File: src/rtl/pipe_add_pkg.sv
// Shared constants and configuration check for the pipelined ripple adder.
// Contents:
//   DefWidth / DefChunk  default operand width and per-stage chunk width
//   cfg_ok()             returns 1 when a width/chunk pair is legal
package pipe_add_pkg;

  localparam int unsigned DefWidth = 16;
  localparam int unsigned DefChunk = 4;

  // Legal when the chunk is non-empty and tiles the operand exactly.
  function automatic bit cfg_ok(input int unsigned width, input int unsigned chunk);
    return (chunk >= 1) && (width >= chunk) && ((width % chunk) == 0);
  endfunction

endpackage

File: src/rtl/pipe_ripple_add_if.sv
// Handshake bundle for pipe_ripple_add.
// Signals:
//   in_valid/in_ready    operation handshake (producer -> adder)
//   a, b, cin, sub       operands and mode
//   out_valid/out_ready  result handshake (adder -> consumer)
//   sum, cout, ovf       result word, carry out of MSB, signed overflow
// Modports:
//   master  producer/consumer side (drives operands, accepts results)
//   slave   adder side
interface pipe_ripple_add_if
  import pipe_add_pkg::*;
#(
  parameter int unsigned WIDTH = DefWidth
) ();

  logic             in_valid;
  logic             in_ready;
  logic [WIDTH-1:0] a;
  logic [WIDTH-1:0] b;
  logic             cin;
  logic             sub;
  logic             out_valid;
  logic             out_ready;
  logic [WIDTH-1:0] sum;
  logic             cout;
  logic             ovf;

  modport master (
    output in_valid, a, b, cin, sub, out_ready,
    input  in_ready, out_valid, sum, cout, ovf
  );

  modport slave (
    input  in_valid, a, b, cin, sub, out_ready,
    output in_ready, out_valid, sum, cout, ovf
  );

endinterface

File: src/rtl/ripple_chunk.sv
// CHUNK-bit combinational ripple-carry adder built from full-adder cells.
// Ports:
//   a_i, b_i   chunk operands
//   cin_i      carry into bit 0
//   sum_o      chunk sum bits
//   cout_o     carry out of the chunk MSB
//   c_msb_o    carry into the chunk MSB (used for signed overflow)
module ripple_chunk #(
  parameter int unsigned CHUNK = 4
) (
  input  logic [CHUNK-1:0] a_i,
  input  logic [CHUNK-1:0] b_i,
  input  logic             cin_i,
  output logic [CHUNK-1:0] sum_o,
  output logic             cout_o,
  output logic             c_msb_o
);

  logic [CHUNK:0] carry;

  assign carry[0] = cin_i;

  for (genvar i = 0; i < CHUNK; i++) begin : g_fa
    assign sum_o[i]   = a_i[i] ^ b_i[i] ^ carry[i];
    assign carry[i+1] = (a_i[i] & b_i[i]) | (a_i[i] & carry[i]) | (b_i[i] & carry[i]);
  end

  assign cout_o  = carry[CHUNK];
  assign c_msb_o = carry[CHUNK-1];

endmodule

File: src/rtl/pipe_ripple_add.sv
// Pipelined WIDTH-bit add/subtract: one CHUNK-bit ripple chunk per stage, carry
// registered between stages, valid/ready handshake with full-pipeline stall.
// Ports:
//   clk   rising-edge clock
//   rst   asynchronous active-high reset
//   bus   pipe_ripple_add_if.slave (operand and result handshakes)
// Level 0 holds the prepared operands captured at accept; level k+1 holds the
// result of chunk k. Word w_q[k] carries resolved sum bits below chunk k and
// untouched A bits from chunk k upward, so the skew costs no extra registers.
module pipe_ripple_add
  import pipe_add_pkg::*;
#(
  parameter int unsigned WIDTH = DefWidth,
  parameter int unsigned CHUNK = DefChunk
) (
  input logic             clk,
  input logic             rst,
  pipe_ripple_add_if.slave bus
);

  localparam int unsigned STAGES = WIDTH / CHUNK;

  if (!cfg_ok(WIDTH, CHUNK)) begin : g_bad_cfg
    $fatal(1, "pipe_ripple_add: WIDTH must be a non-zero multiple of CHUNK");
  end

  logic                  advance;
  logic [STAGES:0]       valid_q, valid_d;
  logic [STAGES:0]       c_q, c_d;
  logic [WIDTH-1:0]      w_q [STAGES+1];
  logic [WIDTH-1:0]      w_d [STAGES+1];
  logic                  ovf_q, ovf_d;

  logic [CHUNK-1:0]      chunk_sum [STAGES];
  logic [STAGES-1:0]     chunk_cout;
  logic [STAGES-1:0]     chunk_cmsb;

  // Whole pipeline moves together; bubbles are held too.
  assign advance      = !valid_q[STAGES] || bus.out_ready;
  assign bus.in_ready = advance;

  for (genvar k = 0; k < STAGES; k++) begin : g_stage
    localparam int unsigned Bw = WIDTH - k * CHUNK;

    // Remaining B_eff chunks, current chunk at the bottom; shrinks per level.
    logic [Bw-1:0] b_q, b_d;

    if (k == 0) begin : g_first
      // Gated by in_valid so bubbles carry zeros and never X.
      assign b_d = bus.in_valid ? (bus.sub ? ~bus.b : bus.b) : '0;
    end else begin : g_next
      assign b_d = g_stage[k-1].b_q[Bw+CHUNK-1:CHUNK];
    end

    always_ff @(posedge clk or posedge rst) begin
      if (rst) begin
        b_q <= '0;
      end else if (advance) begin
        b_q <= b_d;
      end
    end

    ripple_chunk #(
      .CHUNK (CHUNK)
    ) u_chunk (
      .a_i     (w_q[k][k*CHUNK +: CHUNK]),
      .b_i     (b_q[CHUNK-1:0]),
      .cin_i   (c_q[k]),
      .sum_o   (chunk_sum[k]),
      .cout_o  (chunk_cout[k]),
      .c_msb_o (chunk_cmsb[k])
    );
  end

  always_comb begin
    valid_d[0] = bus.in_valid;
    w_d[0]     = bus.in_valid ? bus.a : '0;
    c_d[0]     = bus.in_valid & (bus.sub | bus.cin);
    for (int k = 0; k < STAGES; k++) begin
      valid_d[k+1]                  = valid_q[k];
      w_d[k+1]                      = w_q[k];
      w_d[k+1][k*CHUNK +: CHUNK]    = chunk_sum[k];
      c_d[k+1]                      = chunk_cout[k];
    end
    ovf_d = chunk_cout[STAGES-1] ^ chunk_cmsb[STAGES-1];
  end

  always_ff @(posedge clk or posedge rst) begin
    if (rst) begin
      valid_q <= '0;
      c_q     <= '0;
      ovf_q   <= 1'b0;
      for (int k = 0; k <= STAGES; k++) begin
        w_q[k] <= '0;
      end
    end else if (advance) begin
      valid_q <= valid_d;
      c_q     <= c_d;
      ovf_q   <= ovf_d;
      for (int k = 0; k <= STAGES; k++) begin
        w_q[k] <= w_d[k];
      end
    end
  end

  assign bus.out_valid = valid_q[STAGES];
  assign bus.sum       = w_q[STAGES];
  assign bus.cout      = valid_q[STAGES] & c_q[STAGES];
  assign bus.ovf       = valid_q[STAGES] & ovf_q;

endmodule

File: src/flat_wrapper.sv
// flat-port wrapper written by rule: the top's interface ports become plain ports
module pipe_ripple_add_flat import pipe_add_pkg::*;
#(
  parameter int unsigned WIDTH = DefWidth,
  parameter int unsigned CHUNK = DefChunk
)
  (clk, rst, bus_in_valid, bus_a, bus_b, bus_cin, bus_sub, bus_out_ready, bus_in_ready, bus_out_valid, bus_sum, bus_cout, bus_ovf);
  pipe_ripple_add_if #(.WIDTH(WIDTH)) bus_i ();
  input logic clk;
  input logic rst;
  input wire logic [$bits(bus_i.in_valid)-1:0] bus_in_valid;
  input wire logic [$bits(bus_i.a)-1:0] bus_a;
  input wire logic [$bits(bus_i.b)-1:0] bus_b;
  input wire logic [$bits(bus_i.cin)-1:0] bus_cin;
  input wire logic [$bits(bus_i.sub)-1:0] bus_sub;
  input wire logic [$bits(bus_i.out_ready)-1:0] bus_out_ready;
  output wire logic [$bits(bus_i.in_ready)-1:0] bus_in_ready;
  output wire logic [$bits(bus_i.out_valid)-1:0] bus_out_valid;
  output wire logic [$bits(bus_i.sum)-1:0] bus_sum;
  output wire logic [$bits(bus_i.cout)-1:0] bus_cout;
  output wire logic [$bits(bus_i.ovf)-1:0] bus_ovf;
  assign bus_i.in_valid = bus_in_valid;
  assign bus_i.a = bus_a;
  assign bus_i.b = bus_b;
  assign bus_i.cin = bus_cin;
  assign bus_i.sub = bus_sub;
  assign bus_i.out_ready = bus_out_ready;
  assign bus_in_ready = bus_i.in_ready;
  assign bus_out_valid = bus_i.out_valid;
  assign bus_sum = bus_i.sum;
  assign bus_cout = bus_i.cout;
  assign bus_ovf = bus_i.ovf;
  pipe_ripple_add #(.WIDTH(WIDTH), .CHUNK(CHUNK)) u_core (.clk(clk), .rst(rst), .bus(bus_i));
endmodule
File: config.mk
export PLATFORM = sky130hd
export DESIGN_NAME = pipe_ripple_add_flat
export DESIGN_NICKNAME = d
export VERILOG_FILES = /design/src/rtl/pipe_add_pkg.sv /design/src/rtl/pipe_ripple_add_if.sv /design/src/rtl/ripple_chunk.sv /design/src/rtl/pipe_ripple_add.sv /design/src/flat_wrapper.sv
export SDC_FILE = /design/constraint.sdc
export NUM_CORES = 1
export LEC_CHECK = 0
export BUFFER_PORTS_ARGS = -buffer_cell sky130_fd_sc_hd__buf_4
export CAP_MARGIN = 20
export CORE_ASPECT_RATIO = 0.7
export CORE_MARGIN = 5
export CORE_UTILIZATION = 53
export CTS_CLUSTER_SIZE = 20
export DETAILED_ROUTE_END_ITERATION = 6
export PLACE_DENSITY = 0.76
export SLEW_MARGIN = 20
export SYNTH_ARGS = -nofsm -noshare
export SYNTH_HDL_FRONTEND = slang
export SYNTH_HIERARCHICAL = 1
export SYNTH_SLANG_ARGS = --single-unit
File: constraint.sdc
create_clock -name clk -period 3.9 [get_ports clk]
set_input_delay 0.585 -clock clk [delete_from_list [all_inputs] [get_ports clk]]
set_output_delay 0.585 -clock clk [all_outputs]
set_load 0.01 [all_outputs]
### Yosys cells after proc, flatten, opt, wreduce, memory -nomap -nowiden

Index checks and enable logic that the tools add are counted.

* register bits: 131
* input port bits: 38
* word-level logic and storage cells: 135
* output and inout bits: 20

* reduce and logical (&&, ||, !) cells: 2
* bitwise gates (word level): 118
* multiplexer cells: 3

Operators by type and width (number)
* 1-bit AND: 51
* 16-bit two-way mux: 3
* 1-bit OR: 33
* 1-bit XOR: 33
* 16-bit inverter: 1
* 1-bit zero test: 1
* 1-bit logical OR: 1

### Logic depth before layout (Yosys ltp)

* word-level depth: 13
* mapped depth: 10
* mapped depth without buffers: 10

### Hierarchy

The synthesis kept the hierarchy.

By module, submodules not included
* pipe_ripple_add: seq. area each 3278.1 um2, area an instance 5582.9 um2, instances 1, cells an instance 377
* ripple_chunk: seq. area each 0.0 um2, area an instance 117.6 um2, instances 4, cells an instance 14

### Worst setup path after synthesis

No wires, ideal clock.

* path type: reg2reg
* start: register u_core/w_q[28] (netlist bit)
* end: register u_core.ovf_q
* required time: 3.775 ns
* arrival: 2.026 ns
* stages on the path, launching flop included: 11
* setup time: 0.125 ns
* clock period less this slack: 2.151 ns
* path slack: 1.749 ns
* path buffers: 0
* cell sequence: dfrtp_1 -> inv_1 -> fa_1 -> inv_1 -> fa_1 -> fa_1 -> inv_1 -> fa_1 -> inv_1 -> xor2_1 -> mux2_4

* longest elaborated chain between the ends: 13
* elaborated cells on any way between the ends: 17
* classes of those cells: bitwise: 17

RTL lines
* from (decl): line pipe_ripple_add.sv:30 `logic [WIDTH-1:0] w_q [STAGES+1];`
* from (signal, indexed assignment): line pipe_ripple_add.sv:101 `w_q[k] <= w_d[k];`
* 1-bit AND: line ripple_chunk.sv:25 `assign carry[i+1] = (a_i[i] & b_i[i]) | (a_i[i] & carry[i]) | (b_i[i] & carry[i]);`
* 1-bit OR (*) (2 in a row): line ripple_chunk.sv:25
* 1-bit AND: line ripple_chunk.sv:25
* 1-bit OR: line ripple_chunk.sv:25
* 1-bit OR (*): line ripple_chunk.sv:25
* 1-bit AND: line ripple_chunk.sv:25
* 1-bit OR: line ripple_chunk.sv:25
* 1-bit OR (*): line ripple_chunk.sv:25
* named net u_core.chunk_cmsb[3]: line pipe_ripple_add.sv:36 `logic [STAGES-1:0] chunk_cmsb;`
* 1-bit AND: line ripple_chunk.sv:25
* 1-bit OR: line ripple_chunk.sv:25
* 1-bit OR (*): line ripple_chunk.sv:25
* named net u_core.c_d[4]: line pipe_ripple_add.sv:29 `logic [STAGES:0] c_q, c_d;`
* 1-bit XOR (*): line pipe_ripple_add.sv:85 `ovf_d = chunk_cout[STAGES-1] ^ chunk_cmsb[STAGES-1];`
* to (signal assigned): line pipe_ripple_add.sv:99 `ovf_q <= ovf_d;`
* to (decl): line pipe_ripple_add.sv:32 `logic ovf_q, ovf_d;`

The timed path passes the listed nets; every way through them passes the cells marked *.
A chain may end at the register's enable or synchronous reset.

### Final worst setup path

* start: input bus_out_ready
* end: output bus_in_ready

* longest elaborated chain between the ends: 1

RTL lines
* from (decl): line flat_wrapper.sv:16 `input wire logic [$bits(bus_i.out_ready)-1:0] bus_out_ready;`
* 1-bit logical OR: line pipe_ripple_add.sv:39 `assign advance = !valid_q[STAGES] || bus.out_ready;`
* to (decl): line flat_wrapper.sv:17 `output wire logic [$bits(bus_i.in_ready)-1:0] bus_in_ready;`

No other way between the ends.

==> results.toml <==
[drt]
routed_via_density = 5.09
detail_route.wirelength_um = 10500
routedWlPerCell_um = 16.5
detail-route-antenna-nets = 0
first_iter_violations = 171
post-route-drc-count = 0
first_drt_pass_iteration_count = 4
routed-via-count = 3246

[clock_tree]
cts.sinks = 131
clock_latency_at_the_later_pin_of_the_worst_skew_pair_ps = 400
root_buffer = "clkbuf_16"
cts.repair_timing.setup_buffer_count = 0
cts_made_buffers = 17
cts_max_level = 4
post_cts_hold_buffer_count = 0
clock_path_buffers = 2
cts_tree = "built"
post_cts_resize_count = 0
clk_pin_slew_worst_paths_ps = 50

[die]
core-area_um2 = 11100
die_w_um = 138
row_count = 32
floorplan.die_area_um2 = 13700
starting_density_of_the_core_pct = 54.6
chipHeight_um = 99.4
boundaryPins = 58

[placed_design]
placedInstanceArea_um2 = 6440
gp_congestion = 0.789
placedCellCount = 606
dp_hpwl_um = 6840
detailedPlace.worstSlack_ps = 994
input_output_buffers = 57

[synthesis]
ys_ff_latch = 131
syn_inst = 433
ys_seq_area_share_pct = 54.2
syn_area_per_cell_um2 = 14.0
syn_nets = 487
yosys_warnings = 6
synthTopCellsByArea = "dfrtp_1 54%, mux2_4 14%, mux2_2 7.3%"
synthesis.area_um2 = 6050
post-synth-top-area-fraction_pct = 54.2
yosysUniqueCellTypes = 19
synthDominantAreaCellType = "dfrtp_1"

[timing]
fmax_ghz = 0.347
worst_slew_pin_slew_ps = 837
period_needed_ps = 2880
period_share_pct = 73.9
worst_slack_ps = 1020
hold-worst-slack_ps = 120
final_max_slew_viol_count = 0
fin_skew_ps = 7.70
final_hold_viol_count = 0
finalSetupTns_ps = 0
worst_slew_margin_rel_pct = 44.2
rsz0062_at_grt = "false"
timing.final.setup_violations = 0

[critical_path]
crit_slowest_cell = "and2b_4"
arrival_ps = 2300
critPathKind = "in2out"
crit_chain = "buf_4 > and2b_4 > inv_4 > buf_4"
cp.required_ps = 3310
crit_path_start_kind = "input port"
timing.critical_path.fanout_max = 53
cp.buffers_inverters = 3
crit_top_cell = "buf_4"
critical-path-top-delay-family = "buffers and inverters"
r2r-end = "u_core/w_d[22]"
worstSetupEndpointType = "output port"
timing.reg2reg.setup_slack_ps = 1530
worst_r2r_startpoint = "u_core/valid_q[4]"
worst_path_largest_cell_delay_ps = 710
reg2regPathDepth = 4

[pwr]
total_leakage_power_nw = 3.42
peak_supply_drop_mv = 0.435
total_power_mw = 5.35
pwr_density_cell_nw_per_um2 = 763

[cells_and_area]
final_cell_count_without_fillers = 638
area_growth_from_synthesis_to_layout_pct = 15.8
post_route_cells_drive_above_1_share_pct = 38.8
finalInstanceArea_um2 = 7010
num_antenna_cells = 0
number_of_nets_in_the_finished_design = 527
final_cell_mix = "131 x dfrtp_1, 61 x buf_4, 58 x mux2_4"
final_core_utilization_pct = 63.2
final_common_cell = "dfrtp_1"

[hold_path]
class_of_the_tightest_hold_or_removal_check = "in2async"

[outcome]
status = "finished, final reports clean"

[global_route]
grt-ovfl-total = 0
grt_max_degree = 60
grt_pass1_wl_um = 17700
grt.total_usage_pct = 16.8
grt_antenna_before_repair = 0
grt_pass1_vias = 3356

[run]
timing.max_cap.violations = 0
==> metal layers <==
layer / track usage, % / vias to the layer above / wire length [µm]
li1: - / 1509 / -
met1: 25.9 / 1633 / 5200
met2: 22.1 / 91 / 4570
met4: 5.92 / 0 / 173
met3: 5.71 / 13 / 588
met5: 0 / - / 0
==> cell type report <==
class	instances	area, µm²
fillers	848	4080
inverters	43	168
multi-input cells	217	2330
well taps	153	191
clock buffers	27	503
repair buffers	63	498
flip-flops and latches	131	3280
clock inverters	4	47.5
==> how the worst max path moves through the flow <==
stage	from	endpoint	slack, ps	cells after the start
2_1_floorplan	rst	u_core/bus.sum[0]	1690	1
3_3_place_gp	bus_out_ready	u_core/w_d[22]	1050	5
3_5_place_dp	bus_out_ready	u_core/w_d[20]	990	5
4_1_cts	bus_out_ready	bus_in_ready	1020	4
5_1_grt	bus_out_ready	bus_in_ready	900	4
6_report	bus_out_ready	bus_in_ready	1020	4
==> cells by family after synthesis <==
group                    share of synthesized area (%)
flip-flops                                        54.2
multiplexers                                      21.6
buffers and inverters                             7.42
AND/OR/NAND/NOR                                   5.56
AO/OA/AOI/OAI                                     3.47
XOR/XNOR                                          2.46
adder cells (fa/ha/maj)                           5.29
==> Yosys cell counts, drive strengths merged <==
cell,count
xnor2,16
and2,2
o21ai,18
fa,16
nand2b,1
buf,33
xor2,1
and2b,1
mux2,97
dfrtp,131
clkbuf,9
nand3b,33
o31ai,16
nand2,16
inv,43
==> report_power, final <==
group	switching, mW	leakage (nW)	total (mW)	internal, mW
Combinational	0.668	1.48	1.65	0.982
Clock	0.535	0.267	1.47	0.939
Sequential	0.336	1.66	2.23	1.89
==> sequential cells by signal (all words and copies together) (netlist names) <==
| signal | cells |
|---|---|
| u_core/c_q | 5 |
| u_core/w_d | 48 |
| u_core/w_q | 16 |
| u_core/g_stage.b_q | 40 |
| u_core/bus.sum | 16 |
| u_core/ovf_q | 1 |
| u_core/valid_q | 5 |
No activity file was read; power rests on OpenSTA's default activity.
